===== config.mk =====
export PLATFORM = sky130hd
export DESIGN_NAME = sync_fifo_fwft
export DESIGN_NICKNAME = d
export VERILOG_FILES = /design/src/rtl/fifo_pkg.sv /design/src/rtl/dualport_ram_sync.sv /design/src/rtl/sync_fifo_fwft.sv
export SDC_FILE = /design/constraint.sdc
export NUM_CORES = 1
export LEC_CHECK = 0
export ABC_CLOCK_PERIOD_IN_PS = 2600
export BUFFER_PORTS_ARGS = -buffer_cell sky130_fd_sc_hd__buf_2
export CAP_MARGIN = 20
export CORE_MARGIN = 3
export CORE_UTILIZATION = 54
export CTS_CLUSTER_DIAMETER = 60
export DETAILED_ROUTE_END_ITERATION = 8
export PLACE_DENSITY = 0.75
export SYNTH_ARGS = -nofsm -noshare
export SYNTH_HDL_FRONTEND = slang
export SYNTH_SLANG_ARGS = --single-unit

===== constraint.sdc =====
create_clock -name clk_i -period 2.6 [get_ports clk_i]
set_input_delay 0.39 -clock clk_i [delete_from_list [all_inputs] [get_ports clk_i]]
set_output_delay 0.39 -clock clk_i [all_outputs]
set_load 0.005 [all_outputs]

===== src/rtl/fifo_pkg.sv =====
// fifo_pkg: shared definitions for the single- and dual-clock FIFO family.
//   - fifo_addr_width / fifo_cnt_width: pointer and occupancy widths for any depth >= 1.
//   - FIFO_MODE_STD / FIFO_MODE_FWFT: read-mode selector values for the FWFT parameter.
//   - fifo_flags_t: registered status flags and their reset value.
package fifo_pkg;

  localparam int unsigned FIFO_MODE_STD  = 0;
  localparam int unsigned FIFO_MODE_FWFT = 1;

  // Pointer width; a depth of 1 still needs a 1-bit address to keep ports legal.
  function automatic int unsigned fifo_addr_width(int unsigned depth);
    return (depth <= 1) ? 1 : $clog2(depth);
  endfunction

  // Occupancy width; must represent 0..depth inclusive, so depth=2^n needs n+1 bits.
  function automatic int unsigned fifo_cnt_width(int unsigned depth);
    return (depth < 1) ? 1 : $clog2(depth + 1);
  endfunction

  typedef struct packed {
    logic full;
    logic empty;
    logic afull;
    logic aempty;
  } fifo_flags_t;

  localparam fifo_flags_t FifoFlagsRst = '{full: 1'b0, empty: 1'b1, afull: 1'b0, aempty: 1'b1};

endpackage


===== src/rtl/dualport_ram_sync.sv =====
// dualport_ram_sync: simple dual-port RAM, single clock, registered read.
//   clk_i           : clock, all ports act on its rising edge
//   we_i/waddr_i/wdata_i : write port
//   re_i/raddr_i    : read request; rdata_o updates on the edge re_i is sampled high
//   rdata_o         : read register, holds its value while re_i is low
// Storage and read register carry no reset. A same-address read and write returns old data.
module dualport_ram_sync
  import fifo_pkg::*;
#(
  parameter int unsigned DATA_WIDTH = 4,
  parameter int unsigned DEPTH      = 16,
  localparam int unsigned ADDR_WIDTH = fifo_addr_width(DEPTH)
) (
  input  logic                  clk_i,
  input  logic                  we_i,
  input  logic [ADDR_WIDTH-1:0] waddr_i,
  input  logic [DATA_WIDTH-1:0] wdata_i,
  input  logic                  re_i,
  input  logic [ADDR_WIDTH-1:0] raddr_i,
  output logic [DATA_WIDTH-1:0] rdata_o
);

  logic [DATA_WIDTH-1:0] mem_q [DEPTH];
  logic [DATA_WIDTH-1:0] rdata_q;

  always_ff @(posedge clk_i) begin
    if (we_i) begin
      mem_q[waddr_i] <= wdata_i;
    end
    if (re_i) begin
      rdata_q <= mem_q[raddr_i];
    end
  end

  assign rdata_o = rdata_q;

endmodule


===== src/rtl/sync_fifo_fwft.sv =====
// sync_fifo_fwft: single-clock FIFO with arbitrary depth and standard or FWFT read mode.
//   clk_i, rst_i        : clock; asynchronous active-high reset
//   wr_en_i, wr_data_i  : write request and data (ignored while full)
//   rd_en_i             : read request (FWFT: acknowledge/pop of the presented word)
//   rd_data_o, rd_valid_o : read data and its valid qualifier
//   full_o, empty_o, afull_o, aempty_o : registered status flags
//   count_o             : words held (FWFT: includes the word in the output register)
//   overflow_o, underflow_o : sticky error flags, cleared only by reset
// Standard mode: an accepted read loads the RAM read register; data valid the next cycle.
// FWFT mode: the RAM read register acts as a one-entry prefetch stage qualified by ov_q.
module sync_fifo_fwft
  import fifo_pkg::*;
#(
  parameter int unsigned DATA_WIDTH  = 4,
  parameter int unsigned FIFO_DEPTH  = 16,
  parameter int unsigned FIFO_AFULL  = FIFO_DEPTH - 1,
  parameter int unsigned FIFO_AEMPTY = 1,
  parameter int unsigned FWFT        = FIFO_MODE_STD,
  localparam int unsigned CNT_WIDTH  = fifo_cnt_width(FIFO_DEPTH)
) (
  input  logic                  clk_i,
  input  logic                  rst_i,
  input  logic                  wr_en_i,
  input  logic [DATA_WIDTH-1:0] wr_data_i,
  input  logic                  rd_en_i,
  output logic [DATA_WIDTH-1:0] rd_data_o,
  output logic                  rd_valid_o,
  output logic                  full_o,
  output logic                  empty_o,
  output logic                  afull_o,
  output logic                  aempty_o,
  output logic [CNT_WIDTH-1:0]  count_o,
  output logic                  overflow_o,
  output logic                  underflow_o
);

  localparam int unsigned AddrWidth = fifo_addr_width(FIFO_DEPTH);
  localparam logic [AddrWidth-1:0] LastAddr = AddrWidth'(FIFO_DEPTH - 1);
  localparam logic [CNT_WIDTH-1:0] DepthCnt = CNT_WIDTH'(FIFO_DEPTH);

  // Wrap by explicit compare so non-power-of-two depths work.
  function automatic logic [AddrWidth-1:0] ptr_inc(logic [AddrWidth-1:0] ptr);
    return (ptr == LastAddr) ? '0 : ptr + AddrWidth'(1);
  endfunction

  logic [AddrWidth-1:0]  wr_ptr_q, wr_ptr_d;
  logic [AddrWidth-1:0]  rd_ptr_q, rd_ptr_d;
  logic [CNT_WIDTH-1:0]  count_q, count_d;
  fifo_flags_t           flags_q, flags_d;
  logic                  overflow_q, overflow_d;
  logic                  underflow_q, underflow_d;
  logic                  rd_seen_q, rd_seen_d;

  logic                  wr_vld;
  logic                  rd_vld;
  logic                  ram_re;
  logic                  empty_nxt;
  logic [DATA_WIDTH-1:0] ram_rdata;

  // Requests qualify only against registered flags: no combinational path rd_en->full.
  assign wr_vld = wr_en_i & ~flags_q.full;
  assign rd_vld = rd_en_i & ~flags_q.empty;

  dualport_ram_sync #(
    .DATA_WIDTH(DATA_WIDTH),
    .DEPTH     (FIFO_DEPTH)
  ) u_ram (
    .clk_i  (clk_i),
    .we_i   (wr_vld),
    .waddr_i(wr_ptr_q),
    .wdata_i(wr_data_i),
    .re_i   (ram_re),
    .raddr_i(rd_ptr_q),
    .rdata_o(ram_rdata)
  );

  if (FWFT != FIFO_MODE_STD) begin : g_fwft
    logic ov_q, ov_d;
    logic ram_has_data;

    // count_q includes the output register, so RAM words = count_q - ov_q.
    assign ram_has_data = (count_q != CNT_WIDTH'(ov_q));
    // Refill when the stage is empty or being consumed this cycle: no bubble.
    assign ram_re       = ram_has_data & (~ov_q | rd_vld);
    assign ov_d         = ram_re | (ov_q & ~rd_vld);
    assign empty_nxt    = ~ov_d;
    assign rd_valid_o   = ov_q;

    always_ff @(posedge clk_i or posedge rst_i) begin
      if (rst_i) begin
        ov_q <= 1'b0;
      end else begin
        ov_q <= ov_d;
      end
    end
  end else begin : g_std
    logic rd_valid_q;

    assign ram_re     = rd_vld;
    assign empty_nxt  = (count_d == '0);
    assign rd_valid_o = rd_valid_q;

    always_ff @(posedge clk_i or posedge rst_i) begin
      if (rst_i) begin
        rd_valid_q <= 1'b0;
      end else begin
        rd_valid_q <= rd_vld;
      end
    end
  end

  always_comb begin
    wr_ptr_d = wr_vld ? ptr_inc(wr_ptr_q) : wr_ptr_q;
    rd_ptr_d = ram_re ? ptr_inc(rd_ptr_q) : rd_ptr_q;
    // In FWFT the counted population leaves at consumption of the output register,
    // in standard mode at the RAM read; both coincide with rd_vld.
    count_d  = count_q + CNT_WIDTH'(wr_vld) - CNT_WIDTH'(rd_vld);

    flags_d.full   = (count_d == DepthCnt);
    flags_d.empty  = empty_nxt;
    flags_d.afull  = (32'(count_d) >= FIFO_AFULL);
    flags_d.aempty = (32'(count_d) <= FIFO_AEMPTY);

    overflow_d  = overflow_q | (wr_en_i & flags_q.full);
    underflow_d = underflow_q | (rd_en_i & flags_q.empty);
    rd_seen_d   = rd_seen_q | ram_re;
  end

  always_ff @(posedge clk_i or posedge rst_i) begin
    if (rst_i) begin
      wr_ptr_q    <= '0;
      rd_ptr_q    <= '0;
      count_q     <= '0;
      flags_q     <= FifoFlagsRst;
      overflow_q  <= 1'b0;
      underflow_q <= 1'b0;
      rd_seen_q   <= 1'b0;
    end else begin
      wr_ptr_q    <= wr_ptr_d;
      rd_ptr_q    <= rd_ptr_d;
      count_q     <= count_d;
      flags_q     <= flags_d;
      overflow_q  <= overflow_d;
      underflow_q <= underflow_d;
      rd_seen_q   <= rd_seen_d;
    end
  end

  // The RAM read register has no reset; mask it until the first read since reset.
  assign rd_data_o   = rd_seen_q ? ram_rdata : '0;
  assign full_o      = flags_q.full;
  assign empty_o     = flags_q.empty;
  assign afull_o     = flags_q.afull;
  assign aempty_o    = flags_q.aempty;
  assign count_o     = count_q;
  assign overflow_o  = overflow_q;
  assign underflow_o = underflow_q;

endmodule


==> results of run 1 <==
## cell usage in the layout (no fill, tap or decap), types with 3 or more instances in the layout
cell type	count
a21o_1	4
a21oi_1	3
a22oi_1	8
and2_1	20
buf_2	23
buf_4	4
clkbuf_8	11
dfrtp_1	19
edfxtp_1	68
ha_1	10
inv_1	10
mux2i_1	8
mux4_2	12
nand2_1	10
nand2b_1	4
nand3_1	9
nor2b_1	4
o21ai_0	6
xnor2_1	4
## worst reg2reg max path, delay by kind of cell (launching register included)
family          cells  cell delay (ps)
simple gates        2              400
buf+inv             2              110
fa+ha+maj           3              880
xor+xnor            1              180
flops               1              400
compound gates      2              380
## logic make-up (layout without fill, tap and decap cells)
group,count (synthesis),in the layout,synth area share [%]
compound gates,23,23,4.04
xor+xnor,6,6,1.41
fa+ha+maj,11,11,3.91
buf+inv,19,53,2.73
flops,89,89,69.2
mux,21,21,9.73
simple gates,59,59,9.02
## final timing paths
check,end,cells after the start
min in group clk_i,overflow_o,2
worst max register to register,full_o,10
worst min register to register,overflow_o,1
max in group asynchronous,wr_ptr_q[1],2
worst min-delay path,rd_valid_o,2
worst max-delay path,full_o,10
## layer usage
layer  up-vias  global-route usage [%]  share of wire, %  wire length, um
met2        36                    27.4                50             2950
li1        904                       -                 -                -
met1       962                    22.8                46             2690
met5         -                       0                 0                0
met4         0                    4.47              0.31               18
met3         2                    3.87               3.6              211
## flip-flops by register name (all words and copies together), names as in the netlist, 4 cells and up
signal         flops
u_ram.mem_q       64
wr_ptr_q           4
u_ram.rdata_o      4
count_o            5
rd_ptr_q           4
## what timing repair did
item	4_1_cts	5_1_grt
setup endpoints to repair	0	2
hold buffers	0	0
hold endpoints to repair	0	0
gates resized for setup	0	4
buffers inserted	0	0
## stage by stage
| stage | total power, mW | setup TNS, ps | instance area (um^2) | hold slack [ps] |
|---|---|---|---|---|
| floorplan | 3.26 | 0 | 3720 | 365 |
| global placement | 3.61 | 0 | 3890 | 435 |
| detailed placement | 3.66 | -19.1 | 3890 | 442 |
| CTS | 4.51 | 0 | 4080 | 233 |
| global route | 4.88 | 0 | 4100 | 249 |
| finish | 4.54 | 0 | 4100 | 207 |
## power breakdown
part,internal [mW],switching (mW),total (mW)
clock network,0.400,0.445,0.845
registers,1.85,0.215,2.06
logic,0.790,0.841,1.63
## area by class of cell
class | instances | area share, %
sequential | 89 | 62.7
inverter | 10 | 0.915
multi-input combinational | 120 | 26.1
tap | 77 | 2.35
clock buffer | 12 | 3.78
timing repair buffer | 27 | 3.54
clock inverter | 4 | 0.671
==> flow_metrics.env, run 1 <==
export IMPL_status="finished, final reports clean"
export IMPL_cp_slowest_cell="fa_1"
export IMPL_initial_core_util_pct=57.2
export IMPL_gr_total_overflow=0
export IMPL_grt_max_degree=25
export IMPL_worstReg2RegStart="full_o"
export IMPL_yosysTopAreaCell="edfxtp_1"
export IMPL_clkTransAtPathRegs_ps=90
export IMPL_worst_slack_ps=174
export IMPL_power_density_mw_per_mm2=1110
export IMPL_dp_cells=323
export IMPL_die_w_um=89.0
export IMPL_drive_gt1_share_pct=24.4
export IMPL_slew_violations=0
export IMPL_peakVddDrop_mv=0.933
export IMPL_synthArstFlopShare_pct=23.6
export IMPL_fin_crit_sh_pct=93.3
export IMPL_ant_nets=0
export IMPL_finalHoldViolations=0
export IMPL_clk_latency_ps=340
export IMPL_ys_types=35
export IMPL_gp_congestion=0.725
export IMPL_pin_count=24
export IMPL_cts_max_level=3
export IMPL_die_area_mm2=0.00791
export IMPL_synthTopCellsByArea="edfxtp_1 55%, dfrtp_1 13%, mux4_2 7.3%"
export IMPL_die_h_um=89.0
export IMPL_leakage_nw=1.55
export IMPL_crit_family="adder cells"
export IMPL_drc=0
export IMPL_rrSetupSlack_ps=170
export IMPL_drv_cap=0
export IMPL_grt_first_pass_wirelength_um=9640
export IMPL_grt_pass1_vias=1875
export IMPL_tightest_slew_ps=850
export IMPL_clk_path_buf_depth=2
export IMPL_cp_required_ps=2840
export IMPL_io_buffers=23
export IMPL_fill_cells=458
export IMPL_antenna_found_initial=0
export IMPL_max_freq_ghz=0.412
export IMPL_gr_usage_all_layers_pct=16.7
export IMPL_fp_coreArea_mm2=0.00649
export IMPL_synth_edf_count=68
export IMPL_yosysMostFrequentCell="edfxtp_1"
export IMPL_slowest_delay_ps=410
export IMPL_worstPathCellList="nor2b_1 -> inv_1 -> ha_1 -> inv_1 -> ha_1 -> fa_1 -> a21o_1 -> a21oi_2 -> xnor2_2 -> nor4b_2"
export IMPL_vias_per_cell=5.62
export IMPL_drt_first_pass_iters=4
export IMPL_synthCells=228
export IMPL_core_rowCount=29
export IMPL_finalCriticalPeriod_ps=2430
export IMPL_final_cells=339
export IMPL_crit_path_end_kind="flip-flop"
export IMPL_synthTopCellsByCount="68 x edfxtp_1, 20 x and2_1, 19 x dfrtp_1"
export IMPL_cts_buffers=9
export IMPL_routed_wl_um=5860
export IMPL_nNetsFinal=276
export IMPL_cp_num_buf_inv=2
export IMPL_slew_headroom_pct=43.3
export IMPL_setup_viol=0
export IMPL_skew_ps=12.2
export IMPL_synth_nets=247
export IMPL_netlist_area_mm2=0.00372
export IMPL_drt_iter0_markers=143
export IMPL_critPathArrivalTime_ps=2670
export IMPL_ys_warn_count=0
export IMPL_ys_flop_type="edfxtp_1"
export IMPL_hp_class="in2async"
export IMPL_antenna_cells=0
export IMPL_synthToLayoutAreaGrowth_pct=10.3
export IMPL_cp_start_kind="flip-flop"
export IMPL_vias=1904
export IMPL_wire_per_inst_um=17.3
export IMPL_cts_num_sinks=89
export IMPL_final_core_util_pct=63.1
export IMPL_rsz0062_at_grt="false"
export IMPL_syn_avg_cell_area_um2=16.3
export IMPL_cts_tree="yes"
export IMPL_path_class="reg2reg"
export IMPL_dp_hpwl_um=4040
export IMPL_dpl_worst_slack_ps=-19.1
export IMPL_synth_seq_cells=89
export IMPL_critPathLaunch="full_o"
export IMPL_path_max_fanout=5
export IMPL_multi_input_area_mm2=0.00107
export IMPL_regArea_mm2=0.00257
export IMPL_ys_seq_area_share_pct=69.2
export IMPL_cts_root_buffer="clkbuf_8"
export IMPL_synth_top_area_share_pct=54.9
(Power assumes the default switching activity.)
==> run 2: changes to the inputs <==
--- a/config.mk
+++ b/config.mk
@@ -8,11 +8,12 @@
 export ABC_CLOCK_PERIOD_IN_PS = 2600
 export BUFFER_PORTS_ARGS = -buffer_cell sky130_fd_sc_hd__buf_2
 export CAP_MARGIN = 20
-export CORE_MARGIN = 3
+export CORE_MARGIN = 5
 export CORE_UTILIZATION = 54
 export CTS_CLUSTER_DIAMETER = 60
 export DETAILED_ROUTE_END_ITERATION = 8
 export PLACE_DENSITY = 0.75
+export SLEW_MARGIN = 15
 export SYNTH_ARGS = -nofsm -noshare
 export SYNTH_HDL_FRONTEND = slang
 export SYNTH_SLANG_ARGS = --single-unit
==> run 2 against run 1 <==
Net effect: largest power group unchanged; sequential power barely moved; clock-buffer cell count fell by 1; critical path type unchanged; power rose by 3.0%.
==> flow_metrics.env, run 2 (synthesized netlist as in run 1, its figures left out) <==
export IMPL_status="finished, final reports clean"
export IMPL_drive_gt1_share_pct=24.0
export IMPL_max_freq_ghz=0.406
export IMPL_final_core_util_pct=61.1
export IMPL_antenna_cells=0
export IMPL_clkTransAtPathRegs_ps=90
export IMPL_io_buffers=23
export IMPL_path_class="reg2reg"
export IMPL_drc=0
export IMPL_dpl_instance_area_mm2=0.00390
export IMPL_grt_pass1_vias=1907
export IMPL_gr_total_overflow=0
export IMPL_die_area_mm2=0.00864
export IMPL_synthToLayoutAreaGrowth_pct=11.1
export IMPL_clk_latency_ps=350
export IMPL_ant_nets=0
export IMPL_fp_coreArea_mm2=0.00676
export IMPL_vias=1884
export IMPL_post_route_cell_area_mm2=0.00413
export IMPL_drv_cap=0
export IMPL_cp_start_kind="flip-flop"
export IMPL_cts_resized=1
export IMPL_routed_wl_um=6090
export IMPL_leakage_nw=1.56
export IMPL_grt_max_degree=25
export IMPL_critPathArrivalTime_ps=2710
export IMPL_peakVddDrop_mv=1.20
export IMPL_wire_per_inst_um=17.8
export IMPL_skew_ps=8.74
export IMPL_hold_buffers=0
export IMPL_fin_crit_sh_pct=94.6
export IMPL_cp_slowest_cell="dfrtp_1"
export IMPL_gr_usage_all_layers_pct=15.5
export IMPL_initial_core_util_pct=55.0
export IMPL_final_cell_mix="68 x edfxtp_1, 23 x buf_2, 20 x and2_1, 19 x dfrtp_1, 12 x mux4_2"
export IMPL_setup_tns_ps=0
export IMPL_finalHoldViolations=0
export IMPL_dp_cells=326
export IMPL_final_cells=342
export IMPL_cts_num_sinks=89
export IMPL_tightest_slew_ps=850
export IMPL_slowest_delay_ps=400
export IMPL_slew_violations=0
export IMPL_cts_max_level=3
export IMPL_grt_first_pass_wirelength_um=9850
export IMPL_core_rowCount=30
export IMPL_ff2ff_path_depth=10
export IMPL_worstPathCellList="nor2b_1 -> inv_1 -> ha_1 -> inv_1 -> ha_1 -> fa_1 -> a21o_1 -> a21oi_2 -> xnor2_2 -> nor4b_4"
export IMPL_power_density_mw_per_mm2=1130
export IMPL_finalCriticalPeriod_ps=2460
export IMPL_gp_congestion=0.756
export IMPL_antenna_found_initial=0
export IMPL_slew_headroom_pct=43.2
export IMPL_pin_count=24
export IMPL_crit_path_end_kind="flip-flop"
export IMPL_nNetsFinal=276
export IMPL_drt_iter0_markers=82
export IMPL_layout_commonest_cell="edfxtp_1"
export IMPL_drt_first_pass_iters=4
export IMPL_setup_viol=0
export IMPL_postCtsSetupRepairBufs=0
export IMPL_largest_reg_flops=64
export IMPL_cp_required_ps=2850
export IMPL_top_register="u_ram.mem_q"
export IMPL_path_max_fanout=5
export IMPL_hp_class="in2async"
export IMPL_dp_hpwl_um=4220
export IMPL_cts_tree="yes"
export IMPL_cts_root_buffer="clkbuf_8"
export IMPL_cts_buffers=9
export IMPL_die_w_um=93.0
export IMPL_vias_per_cell=5.51
export IMPL_die_h_um=93.0
export IMPL_clk_path_buf_depth=2
-- run 2: cell types whose count changed in the layout (fill, tap and decap cells not counted), sizes merged --
cell / delta
bufinv: +1
clkbuf: -1
clkinvlp: +2
clkinv: -2
-- run 2: power breakdown --
| group | internal, mW | leakage [nW] | switching [mW] | total [mW] |
|---|---|---|---|---|
| sequential | 1.85 | 0.862 | 0.214 | 2.06 |
| clock | 0.492 | 0.0990 | 0.459 | 0.950 |
| combinational | 0.804 | 0.599 | 0.858 | 1.66 |
| total | 3.14 | 1.56 | 1.53 | 4.67 |
-- run 2: routing by layer --
layer | wire [um] | vias up | part of all wire, % | GRT usage, %
li1 | - | 910 | - | -
met1 | 2790 | 929 | 46 | 20.4
met2 | 2970 | 34 | 49 | 24.7
met3 | 235 | 11 | 3.9 | 3.17
met4 | 95 | 0 | 1.6 | 7.57
met5 | 0 | - | 0 | 0
-- run 2: critical path, delay by kind of cell, from the launching register on --
| family | cells | cell delay (ps) |
|---|---|---|
| adders and majority gates | 3 | 870 |
| and+or+nand+nor | 2 | 420 |
| DFF | 1 | 400 |
| AOI/OAI and AO/OA | 2 | 380 |
| xor gates and xnor gates | 1 | 180 |
| buffers and inverters | 2 | 110 |
-- run 2: stage by stage --
step / worst slack [ps] / total power [mW] / hold slack, ps
6_report: 140 / 4.67 / 200
3_3_place_gp: 2.90 / 3.61 / 449
5_1_grt: -22.9 / 5.02 / 252
4_1_cts: 30.6 / 4.62 / 215
2_1_floorplan: 27.4 / 3.26 / 365
3_5_place_dp: -157 / 3.66 / 439
-- run 2: worst paths after layout --
path | to | startpoint | slack [ps]
worst max-delay path | full_o | full_o | 140
worst min-delay path | rd_ptr_q[2] | rst_i | 200
worst max register to register | full_o | full_o | 140
worst min register to register | underflow_o | underflow_o | 470
max in group asynchronous | rd_seen_q | rst_i | 1870
min in group clk_i | overflow_o | wr_en_i | 260
-- run 2: layout make-up --
class | instances | area [um^2]
clock buffer | 11 | 151
multi-input combinational | 120 | 1070
clock inverter | 5 | 53.8
inverter | 10 | 37.5
timing repair buffer | 27 | 145
tap | 80 | 100
fill | 501 | 2630
sequential | 89 | 2570
